### config.mk
export PLATFORM = sky130hd
export DESIGN_NAME = gcd_arbiter
export DESIGN_NICKNAME = d
export VERILOG_FILES = /design/src/rtl/gcd_arb_pkg.sv /design/src/rtl/gcd_engine.sv /design/src/rtl/gcd_arbiter.sv
export SDC_FILE = /design/constraint.sdc
export NUM_CORES = 1
export LEC_CHECK = 0
export CORE_UTILIZATION = 40
export CTS_BUF_LIST = sky130_fd_sc_hd__clkbuf_4 sky130_fd_sc_hd__clkbuf_8
export DETAILED_ROUTE_END_ITERATION = 8
export PLACE_DENSITY = 0.71
export SLEW_MARGIN = 15
export SYNTH_ARGS = -nofsm -noshare
export SYNTH_HDL_FRONTEND = slang
export SYNTH_SLANG_ARGS = --single-unit
### constraint.sdc
create_clock -name clk_i -period 2.1 [get_ports clk_i]
set_input_delay 0.21 -clock clk_i [delete_from_list [all_inputs] [get_ports clk_i]]
set_output_delay 0.21 -clock clk_i [all_outputs]
set_load 0.01 [all_outputs]
### src/rtl/gcd_arb_pkg.sv
// Shared types and constants for the two-requester GCD arbiter.
package gcd_arb_pkg;

  // Default operand / result width.
  localparam int DATA_BITS_DEFAULT = 4;

  // Arbiter sequencing states.
  typedef enum logic [1:0] {
    IDLE = 2'd0,
    RUN  = 2'd1,
    RESP = 2'd2
  } state_t;

  // Identifies which requester owns a job (0 or 1).
  typedef logic req_id_t;

  // Value of the round-robin history after reset, so requester 0 wins the first tie.
  localparam req_id_t LAST_GRANT_RESET = 1'b1;

endpackage

### src/rtl/gcd_engine.sv
// Iterative subtract-based GCD engine: holds the two working operands and
// performs one "replace larger by larger-smaller" step per enabled cycle.
module gcd_engine
  import gcd_arb_pkg::*;
#(
  parameter int DATA_BITS = DATA_BITS_DEFAULT
) (
  input  logic                 clk,
  input  logic                 rst_n,
  input  logic                 load,
  input  logic [DATA_BITS-1:0] x,
  input  logic [DATA_BITS-1:0] y,
  input  logic                 step,
  output logic                 done,
  output logic [DATA_BITS-1:0] result
);

  logic [DATA_BITS-1:0] a;
  logic [DATA_BITS-1:0] b;

  // Termination test and result selection; a zero operand yields the other one,
  // which also makes gcd(0,0)=0.
  always_comb begin
    done   = (a == '0) || (b == '0) || (a == b);
    result = (a == '0) ? b : a;
  end

  // Operand registers: load a new pair, or subtract smaller from larger so the
  // unsigned difference can never wrap.
  always_ff @(posedge clk or negedge rst_n) begin
    if (!rst_n) begin
      a <= '0;
      b <= '0;
    end else if (load) begin
      a <= x;
      b <= y;
    end else if (step && !done) begin
      if (a > b) begin
        a <= a - b;
      end else begin
        b <= b - a;
      end
    end
  end

endmodule

### src/rtl/gcd_arbiter.sv
// Two-requester arbiter and sequencer around one shared gcd_engine.
// Optional feature macro: GCD_ARB_ROUND_ROBIN_EN selects round-robin tie
// breaking; when undefined, requester 0 has fixed priority.
module gcd_arbiter
  import gcd_arb_pkg::*;
#(
  parameter int DATA_BITS = DATA_BITS_DEFAULT
) (
  input  logic                 clk_i,
  input  logic                 rst_ni,
  input  logic                 req0_valid_i,
  input  logic [DATA_BITS-1:0] req0_x_i,
  input  logic [DATA_BITS-1:0] req0_y_i,
  output logic                 req0_ready_o,
  input  logic                 req1_valid_i,
  input  logic [DATA_BITS-1:0] req1_x_i,
  input  logic [DATA_BITS-1:0] req1_y_i,
  output logic                 req1_ready_o,
  output logic                 rsp_valid_o,
  output logic                 rsp_id_o,
  output logic [DATA_BITS-1:0] rsp_result_o,
  output logic                 busy_o
);

  state_t               state;
  state_t               state_next;
  logic [1:0]           grant;
  logic                 xfer0;
  logic                 xfer1;
  logic                 xfer;
  logic                 step;
  logic [DATA_BITS-1:0] load_x;
  logic [DATA_BITS-1:0] load_y;
  logic                 eng_done;
  logic [DATA_BITS-1:0] eng_result;
  req_id_t              job_id;
  req_id_t              rsp_id;
  logic [DATA_BITS-1:0] rsp_result;

`ifdef GCD_ARB_ROUND_ROBIN_EN
  req_id_t last_grant;

  // Round-robin grant: on a tie favour the requester not served last.
  always_comb begin
    grant = {req1_valid_i, req0_valid_i};
    if (req0_valid_i && req1_valid_i) begin
      grant = (last_grant == 1'b1) ? 2'b01 : 2'b10;
    end
  end

  // Remember who won the most recent transfer.
  always_ff @(posedge clk_i or negedge rst_ni) begin
    if (!rst_ni) begin
      last_grant <= LAST_GRANT_RESET;
    end else if (xfer) begin
      last_grant <= xfer1;
    end
  end
`else
  // Fixed priority grant: requester 0 always wins a tie.
  always_comb begin
    grant = {req1_valid_i & ~req0_valid_i, req0_valid_i};
  end
`endif

  // Ready only while idle and out of reset, so ready is low throughout reset.
  assign req0_ready_o = rst_ni & (state == IDLE) & grant[0];
  assign req1_ready_o = rst_ni & (state == IDLE) & grant[1];

  assign xfer0 = req0_valid_i & req0_ready_o;
  assign xfer1 = req1_valid_i & req1_ready_o;
  assign xfer  = xfer0 | xfer1;

  // Operand mux: at most one transfer per cycle, so select by requester 1's transfer.
  always_comb begin
    load_x = xfer1 ? req1_x_i : req0_x_i;
    load_y = xfer1 ? req1_y_i : req0_y_i;
  end

  gcd_engine #(
    .DATA_BITS (DATA_BITS)
  ) u_engine (
    .clk    (clk_i),
    .rst_n  (rst_ni),
    .load   (xfer),
    .x      (load_x),
    .y      (load_y),
    .step   (step),
    .done   (eng_done),
    .result (eng_result)
  );

  // FSM state register.
  always_ff @(posedge clk_i or negedge rst_ni) begin
    if (!rst_ni) begin
      state <= IDLE;
    end else begin
      state <= state_next;
    end
  end

  // FSM next-state and engine step enable.
  always_comb begin
    state_next = state;
    step       = 1'b0;
    unique case (state)
      IDLE: begin
        if (xfer) begin
          state_next = RUN;
        end
      end
      RUN: begin
        step = 1'b1;
        if (eng_done) begin
          state_next = RESP;
        end
      end
      RESP: begin
        state_next = IDLE;
      end
      default: begin
        state_next = IDLE;
      end
    endcase
  end

  // Tag the accepted job with its requester.
  always_ff @(posedge clk_i or negedge rst_ni) begin
    if (!rst_ni) begin
      job_id <= 1'b0;
    end else if (xfer) begin
      job_id <= xfer1;
    end
  end

  // Capture the result as RUN finishes so it is visible during RESP and held after.
  always_ff @(posedge clk_i or negedge rst_ni) begin
    if (!rst_ni) begin
      rsp_result <= '0;
      rsp_id     <= 1'b0;
    end else if ((state == RUN) && eng_done) begin
      rsp_result <= eng_result;
      rsp_id     <= job_id;
    end
  end

  assign rsp_valid_o  = (state == RESP);
  assign rsp_id_o     = rsp_id;
  assign rsp_result_o = rsp_result;
  assign busy_o       = (state != IDLE);

endmodule

==> reports/metrics.cfg <==
[clocking]
insertion_delay_ns=0.30
clk_path_buf_depth=2
htreeDepth=1
cts_hold_buffers=0
cts.clk_slew.worst_paths_ns=0.10
clkSinkCount=16
cts_root_buf=clkbuf_4
cts_tree=built
cts_buffers=3

[critical_path]
rrSetupSlack_ns=0.13
cp_num_buf_inv=1
crit_type=reg2out
cp.arrival_ns=1.80
path_max_fanout=5
startpoint=state[0]
critPathRequiredTime_ns=1.89
endpoint_kind=primary output
worstReg2RegEnd=u_engine.a[1]
start_kind=flop
crit_cells=3
cp_top_family=buffers and inverters
r2r_cells=8
cp_slowest_cell=clkdlybuf4s50_1
worstReg2RegStart=u_engine.a[0]
endpoint=req0_ready_o
path_cells=nor3b_4, and2_1, clkdlybuf4s50_1
slowest_delay_ns=0.54

[synth]
synth-compound-area-share=0.2421
synthFlopType=dfrtp_1
ys_seq_area_frac=0.3368
synth-edff-count=0
synth_warnings=0
synthSimpleGateAreaFrac=0.1821
yosysTopAreaCell=dfrtp_1
synth_top_family_by_area=compound AO/OA/AOI/OAI gates
syn_nets=149
synth_adder_area_share=0.1074
syn_inst=120
netlist_area_um2=1189
synthXorXnorAreaFrac=0.01474
ys_types=43
synthTopCellsByArea=dfrtp_1 34%, ha_1 7.4%, a21oi_1 5.5%
async_reset_ff_frac=1.000
syn_avg_cell_area_um2=9.905
yosys.area.top_type_share=0.3368
yosys-mux-area-fraction=0.06737
ys_seq_elements=16

[pwr]
p_per_area_nw_per_um2=1710
p_leak_nw=0.7159
power.total_mw=2.867
irDropWorstVdd_mv=0.9278

[cells_and_area]
layout.cells.non_filler=197
antennaDiodeCount=0
drive_gt1_frac=0.2048
area_growth_pct=41.05
final_cell_mix=27 x clkdlybuf4s50_1, 17 x buf_4, 16 x dfrtp_1
final_common_cell=clkdlybuf4s50_1
final_util=0.6028
nets=196

[die]
core_area_um2=2781
die_h_um=56.51
die_area_um2=3193
rows=19
die_w_um=56.51
start_util=0.4274
ioPinCount=29

[detailed_routing]
drtAntennaViolNets=0
drc=0
wire_per_inst_um=15.91
wl_um=3135
routed_via_density=5.690
drt-pass1-iter-count=5
vias=1121
drt_iter0_drc=20

[global_routing]
grt_pass1_wl_um=5347
grt_max_degree=17
antenna_found_initial=0
grt_usage=0.2209
grt_overflow=0
grt_pass1_vias=1165

[sta]
setup_viol=0
period_share=0.9568
finalClockSkew_ns=0.003208
fmax_ghz=0.4977
holdWs_ns=0.2821
finalCriticalPeriod_ns=2.009
rsz0062_at_grt=no
maxSlewViolCount=0
tightest_slew_ns=0.5881
finalHoldViolations=0
relSlewSlack=0.6043

[place]
place_inst=193
place_hpwl_um=2548
placement.io_buffers=28
gp_congestion=0.9223

[flow_run]
max_cap_violations=0

[worst_hold_path]
hold_class=in2async

[status]
outcome=completed

synthesized netlist by cell type (3+ instances only):
cell       n
o21ai_0    5
o211ai_1   5
nand3b_1   3
inv_1     10
mux2_1     4
ha_1       7
a211oi_1   5
dfrtp_1   16
a21oi_1   13
nor2_1     7
a22oi_1    3
final cells by class:
type / instances / area (µm²)
fillers: 267 / 1105
inverters: 10 / 37.54
clock buffers: 4 / 36.28
well taps: 31 / 38.79
repair buffers: 45 / 406.6
multi-input cells: 91 / 757.0
flip-flops and latches: 16 / 400.4
what timing repair did:
| action | CTS | global route |
|---|---|---|
| endpoints found under the setup margin | 2 | 9 |
| buffers inserted | 0 | 0 |
| pin swaps | 0 | 2 |
| resized for setup | 3 | 3 |
stage by stage:
stage,cell area [µm²],TNS (ns),setup WS (ns)
2_1_floorplan,1192,0,0.05221
3_3_place_gp,1618,-0.03589,-0.03589
3_5_place_dp,1618,-0.4346,-0.09133
4_1_cts,1660,0,0.03916
5_1_grt,1677,0,0.003086
6_report,1677,0,0.09074
logic make-up (layout without fill, tap and decap cells):
family / count (synthesis) / in the layout
AO/OA/AOI/OAI: 41 / 41
flip-flops: 16 / 16
AND/OR/NAND/NOR: 32 / 32
XOR/XNOR: 2 / 2
multiplexers: 7 / 7
buffers and inverters: 13 / 59
adder cells (fa/ha/maj): 9 / 9
layer usage:
layer,routed length [µm],up-vias,track usage
met1,1269,530,0.2665
met3,178,5,0.03456
met4,55,0,0.09408
met5,0,-,0
met2,1632,44,0.3866
li1,-,542,-
power by group:
part	leakage, nW	total [mW]	switching, mW	internal [mW]
sequential	0.188	0.619	0.149	0.469
combinational	0.507	2.03	0.976	1.05
clock	0.0210	0.219	0.113	0.106
total	0.716	2.87	1.24	1.63
state kept, by name (all words and copies together), names as in the netlist:
register	cells
state	2
u_engine.b	4
rsp_result_o	4
rsp_id_o	1
u_engine.a	4
job_id	1
worst min-delay path by stage:
stage | start | to
floorplan | rst_ni | job_id
global placement | rsp_id_o | rsp_id_o
detailed placement | job_id | rsp_id_o
CTS | rst_ni | rsp_result_o[2]
global route | rst_ni | rsp_result_o[0]
finish | rst_ni | rsp_result_o[0]
Power figures use the tool's default switching activity.
==> edit 1: new RTL, same settings <==
Add a define of `GCD_ARB_ROUND_ROBIN_EN`.
--- a/src/rtl/gcd_arbiter.sv
+++ b/src/rtl/gcd_arbiter.sv
@@ -3,2 +3,4 @@
 // breaking; when undefined, requester 0 has fixed priority.
+`define GCD_ARB_ROUND_ROBIN_EN
+
 module gcd_arbiter
Formal check against the unedited RTL: not equivalent (a bounded check fails within 4 cycles, from zero or initial values and one cycle with rst_ni low).
==> edit 1 against the original RTL <==
- synthesized area fell by 4.9%
- setup slack lost 0.0039 ns
- sequential cell count increased by 1
- sequential share of layout area rose by 3.6 points
- count of clock-buffer cells in the layout unchanged
- cell area shrank 7.5%
- wire length decreased by 15%
- final cell count down 10%
- via count decreased by 13%
- hold slack worse by 0.018 ns
- total power fell by 4.0%
- critical path type unchanged
- critical endpoint unchanged
- largest power group unchanged
==> edit 1: results (changes against the original RTL) <==
| Metric | Value |
|---|---|
| Outcome | complete, no violations |
| First-pass DRT Iterations | 5 (unchanged) |
| Top Family by Delay on Critical Path | buffers and inverters |
| Syn Inst Count | 108 (-10%) |
| Worst IR Drop VDD | 0.977 mV (+5.3%) |
| Nets | 177 (-9.7%) |
| GPL Wtd Cong | 0.894 (-3.1%) |
| Post-CTS Repair Setup Buffers | 0 (unchanged) |
| Synth top cells by count | dfrtp_1 (16), a21oi_1 (13), nor2_1 (9) |
| Ys flop type | dfrtp_1 |
| Max Root-Sink Buffers | 2 (unchanged) |
| # diodes | 0 (unchanged) |
| # placed instances | 173 (-10%) |
| Vias per cell | 5.52 (-3.0%) |
| Hpwl dp | 2120 um (-17%) |
| First-pass GRT wire length | 4280 um (-20%) |
| Final Skew | 0.000824 ns (-0.00238 ns) |
| Pin count of the biggest net entering global routing | 18 (+1) |
| Rel. slew slack | 0.607 (+0.00307) |
| Crit-path slowest cell | clkdlybuf4s50_1 |
| Final non-filler cell total | 177 (-10%) |
| FF-to-FF path depth | 9 (+1) |
| H-tree Lvls | 1 (unchanged) |
| Root buf cell | clkbuf_4 |
| Clock Latency Late Sink | 0.30 ns (about the same) |
| Leak pwr | 0.684 nW (-4.5%) |
| Post-synthesis net count | 137 (-8.1%) |
| Max cap viols | 0 (unchanged) |
| Worst hold path type | input port to asynchronous set/reset pin |
| Layout cells sized above 1 | 0.190 (-0.0143) |
| Area contributors post-synth | dfrtp_1 (35%), ha_1 (7.8%), a21oi_1 (5.8%) |
| PortBufs | 28 (unchanged) |
| Synth cell types | 37 (-14%) |
| Vias in the first global route | 955 (-18%) |
| Initial antenna violation count | 0 (unchanged) |
| CP max FO | 4 (-1) |
| Instance area after placement | 1510 um2 (-6.7%) |
| Total Wirelength | 2660 um (-15%) |
| Number of DRC markers in iteration 0 | 23 (+15%) |
| Yosys warning count | 0 (unchanged) |
| Sequential cell area fraction in the yosys report | 0.378 (+0.0408) |
| Critical Path AT | 1.80 ns (about the same) |
| Post-synth ARST share | 1.00 (unchanged) |
| Tot GR Track Use | 0.208 (-0.0128) |
| Max stage delay on crit path | 0.55 ns |
## edit 1: layout make-up
cell class / count / area, um2
fillers: 245 / 1020
multi-input cells: 80 / 671
flip-flops and latches: 17 / 427
repair buffers: 38 / 355
well taps: 30 / 37.5
clock buffers: 4 / 30.0
inverters: 8 / 30.0
## edit 1: final timing paths
path	from	endpoint	slack [ns]
setup / recovery	state[1]	req0_ready_o	0.09
hold / removal	rst_ni	state[0]	0.26
setup reg to reg	u_engine.a[0]	u_engine.a[1]	0.13
hold reg to reg	rsp_id_o	rsp_id_o	0.52
max in group asynchronous	rst_ni	last_grant	1.58
min in group clk_i	rsp_id_o	rsp_id_o	0.52
## edit 1: repair_timing
action | CTS | global route
hold buffers | 0 | 0
resized for setup | 0 | 2
endpoints found under the hold margin | 0 | 0
setup endpoints to repair | 0 | 3
## edit 1: stage by stage
stage	total power (W)	setup slack (ns)	utilization
3_3_place_gp	0.00249	0.194	0.588
4_1_cts	0.00274	0.0449	0.599
2_1_floorplan	0.00191	0.129	-
6_report	0.00275	0.0869	0.604
5_1_grt	0.00299	0.0178	0.604
3_5_place_dp	0.00253	0.110	0.588
## edit 1: logic make-up (layout without fill, tap and decap cells)
| family | after synthesis | count (layout) | synth area share |
|---|---|---|---|
| AO/OA/AOI/OAI | 32 | 32 | 0.224 |
| XOR/XNOR | 4 | 4 | 0.0310 |
| flip-flops | 17 | 17 | 0.378 |
| multiplexers | 7 | 7 | 0.0664 |
| adder cells (fa/ha/maj) | 9 | 9 | 0.113 |
| buffers and inverters | 11 | 50 | 0.0388 |
| AND/OR/NAND/NOR | 28 | 28 | 0.149 |
## edit 1: routing by layer
metal | part of all wire | vias to the layer above | track usage
met5 | 0 | - | 0
met4 | 0.019 | 0 | 0.0875
met3 | 0.044 | 5 | 0.0246
met2 | 0.49 | 29 | 0.371
met1 | 0.44 | 466 | 0.250
li1 | - | 477 | -
## edit 1: where the power goes
part | switching [W] | leakage (nW) | internal [W]
clock network | 0.000111 | 0.0184 | 0.0000872
logic | 0.000915 | 0.467 | 0.000965
registers | 0.000166 | 0.198 | 0.000509
total | 0.00119 | 0.684 | 0.00156
==> edit 2: new RTL, same settings <==
Made on the original files. The 3 states of `state_t` get a one-hot encoding in 3 bits.
--- a/src/rtl/gcd_arb_pkg.sv
+++ b/src/rtl/gcd_arb_pkg.sv
@@ -7,6 +7,6 @@
   // Arbiter sequencing states.
-  typedef enum logic [1:0] {
-    IDLE = 2'd0,
-    RUN  = 2'd1,
-    RESP = 2'd2
+  typedef enum logic [2:0] {
+    IDLE = 3'b001,
+    RUN  = 3'b010,
+    RESP = 3'b100
   } state_t;
Formal check against the unedited RTL: no difference found for any inputs over 10 cycles, from zero or initial values and one cycle with rst_ni low; not proved beyond that.
==> edit 2 against the original RTL <==
- the flow now finishes with violations (DRC)
- total power is 8.0% lower
- first-iteration DRC count grew to 3.9 times the old value
- wire length fell by 1.3%
- critical path depth increased by 5
- sequential cell count rose by 1
- hold slack improved by 0.012 ns
- sequential power barely moved
- setup slack worse by 0.040 ns
- synthesized area rose by 1.2%
- cell area grew 2.0%
- critical path type is now register to register
- largest power group unchanged
==> edit 2: results (changes against the original RTL) <==
| Metric | Value |
|---|---|
| Met3 Use GR | 0.0530 (+0.0184) |
| Layout non-clock buf frac | 0.249 (+0.00618) |
| Outcome | finished with violations |
| Syn Inst Count | 122 (+1.7%) |
| Multi-input gate area in the final layout | 754 um2 (-0.33%) |
| Synth cell types | 41 (-4.7%) |
| Critical Path AT | 2.24 ns (+0.44 ns) |
| First-pass DRT Iterations | 6 (+1) |
| Wire length on met3 | 166 um (-6.7%) |
| Vias per cell | 5.66 (-0.56%) |
| Buffers excl. clock | 47 (+4.4%) |
| Pin count of the biggest net entering global routing | 14 (-3) |
| Final Skew | 0.00426 ns (+0.00105 ns) |
| Worst IR Drop VDD | 0.957 mV (+3.1%) |
| Total Wirelength | 3100 um (-1.3%) |
| Remaining DRCs | 3 (+3) |
| Placement Setup Slack | -0.00695 ns (+0.0844 ns) |
| Area delta synth->final | 42.2% |
| Post-CTS Repair Setup Buffers | 3 (+3) |
| GPL Wtd Cong | 0.957 (+3.7%) |
| Crit. Startpoint | u_engine.a[0] |
| # placed instances | 194 (+0.52%) |
| Vias in the first global route | 1,130 (-3.0%) |
| Instance area after placement | 1620 um2 (-0.15%) |
| H-tree Lvls | 1 (unchanged) |
| Top Family by Delay on Critical Path | compound AO/OA/AOI/OAI gates |
| Sequential cell area fraction in the yosys report | 0.355 (+0.0180) |
| Layout cells sized above 1 | 0.257 (+0.0525) |
| Post-DR wirelength/cell | 15.3 um (-3.7%) |
| Nets | 201 (+2.6%) |
| GR Layer Usage met1 | 0.254 (-0.0125) |
| Clk slew on worst S/H paths | 0.10 ns (about the same) |
| Max stage delay on crit path | 0.39 ns (-0.15 ns) |
| Final WS setup | 0.0507 ns (-0.0401 ns) |
| Synth top cells by count | dfrtp_1 (16), a21oi_1 (14), inv_1 (10) |
| First-pass GRT wire length | 5210 um (-2.6%) |
| Number of DRC markers in iteration 0 | 78 (+290%) |
| Final Hold Slack | 0.294 ns (+0.0119 ns) |
| Clock Network Area Fraction | 0.0161 (-0.00555) |
| Post-synthesis net count | 151 (+1.3%) |
| Worst setup path end | u_engine.b[0] |
| Rel. slew slack | 0.636 (+0.0320) |
| Area contributors post-synth | dfrtp_1 (33%), ha_1 (7.3%), a21oi_1 (5.8%) |
| Post-CTS sizing | 0 (-3) |
| Met2 routed wirelength | 1600 um (-1.8%) |
| Seq/total area | 0.249 (+0.0106) |
| Failing checks | DRC |
| Die X | 56.8 um (+0.56%) |
| CP max FO | 4 (-1) |
| M2 GR Usage | 0.359 (-0.0277) |
| Register bit total from synthesis | 17 (+1) |
| M1 wire length | 1290 um (+1.8%) |
## edit 2: cell count changes in the layout (fill, tap and decap cells not counted), sizes merged, moves of 3 or more
cell | before | now
nor3 | 0 | 4
nand3b | 3 | 0
a22oi | 3 | 0
a211oi | 5 | 0
mux2 | 5 | 1
a311o | 0 | 3
o211ai | 5 | 9
nand2 | 1 | 6
## edit 2: kinds of logic (layout without fill, tap and decap cells)
kind of cell | Yosys count | after routing | synth area share
AO/OA/AOI/OAI | 40 | 40 | 0.235
AND/OR/NAND/NOR | 37 | 37 | 0.199
flip-flops | 17 | 17 | 0.355
buffers and inverters | 12 | 61 | 0.0468
adder cells (fa/ha/maj) | 9 | 9 | 0.106
XOR/XNOR | 4 | 4 | 0.0291
multiplexers | 3 | 3 | 0.0291
## edit 2: report_power, final
group          leakage, nW  switching (W)  internal (W)  total [W]
Sequential           0.208       0.000129      0.000488   0.000618
Combinational        0.510       0.000917      0.000924    0.00184
Clock               0.0177       0.000107     0.0000710   0.000178
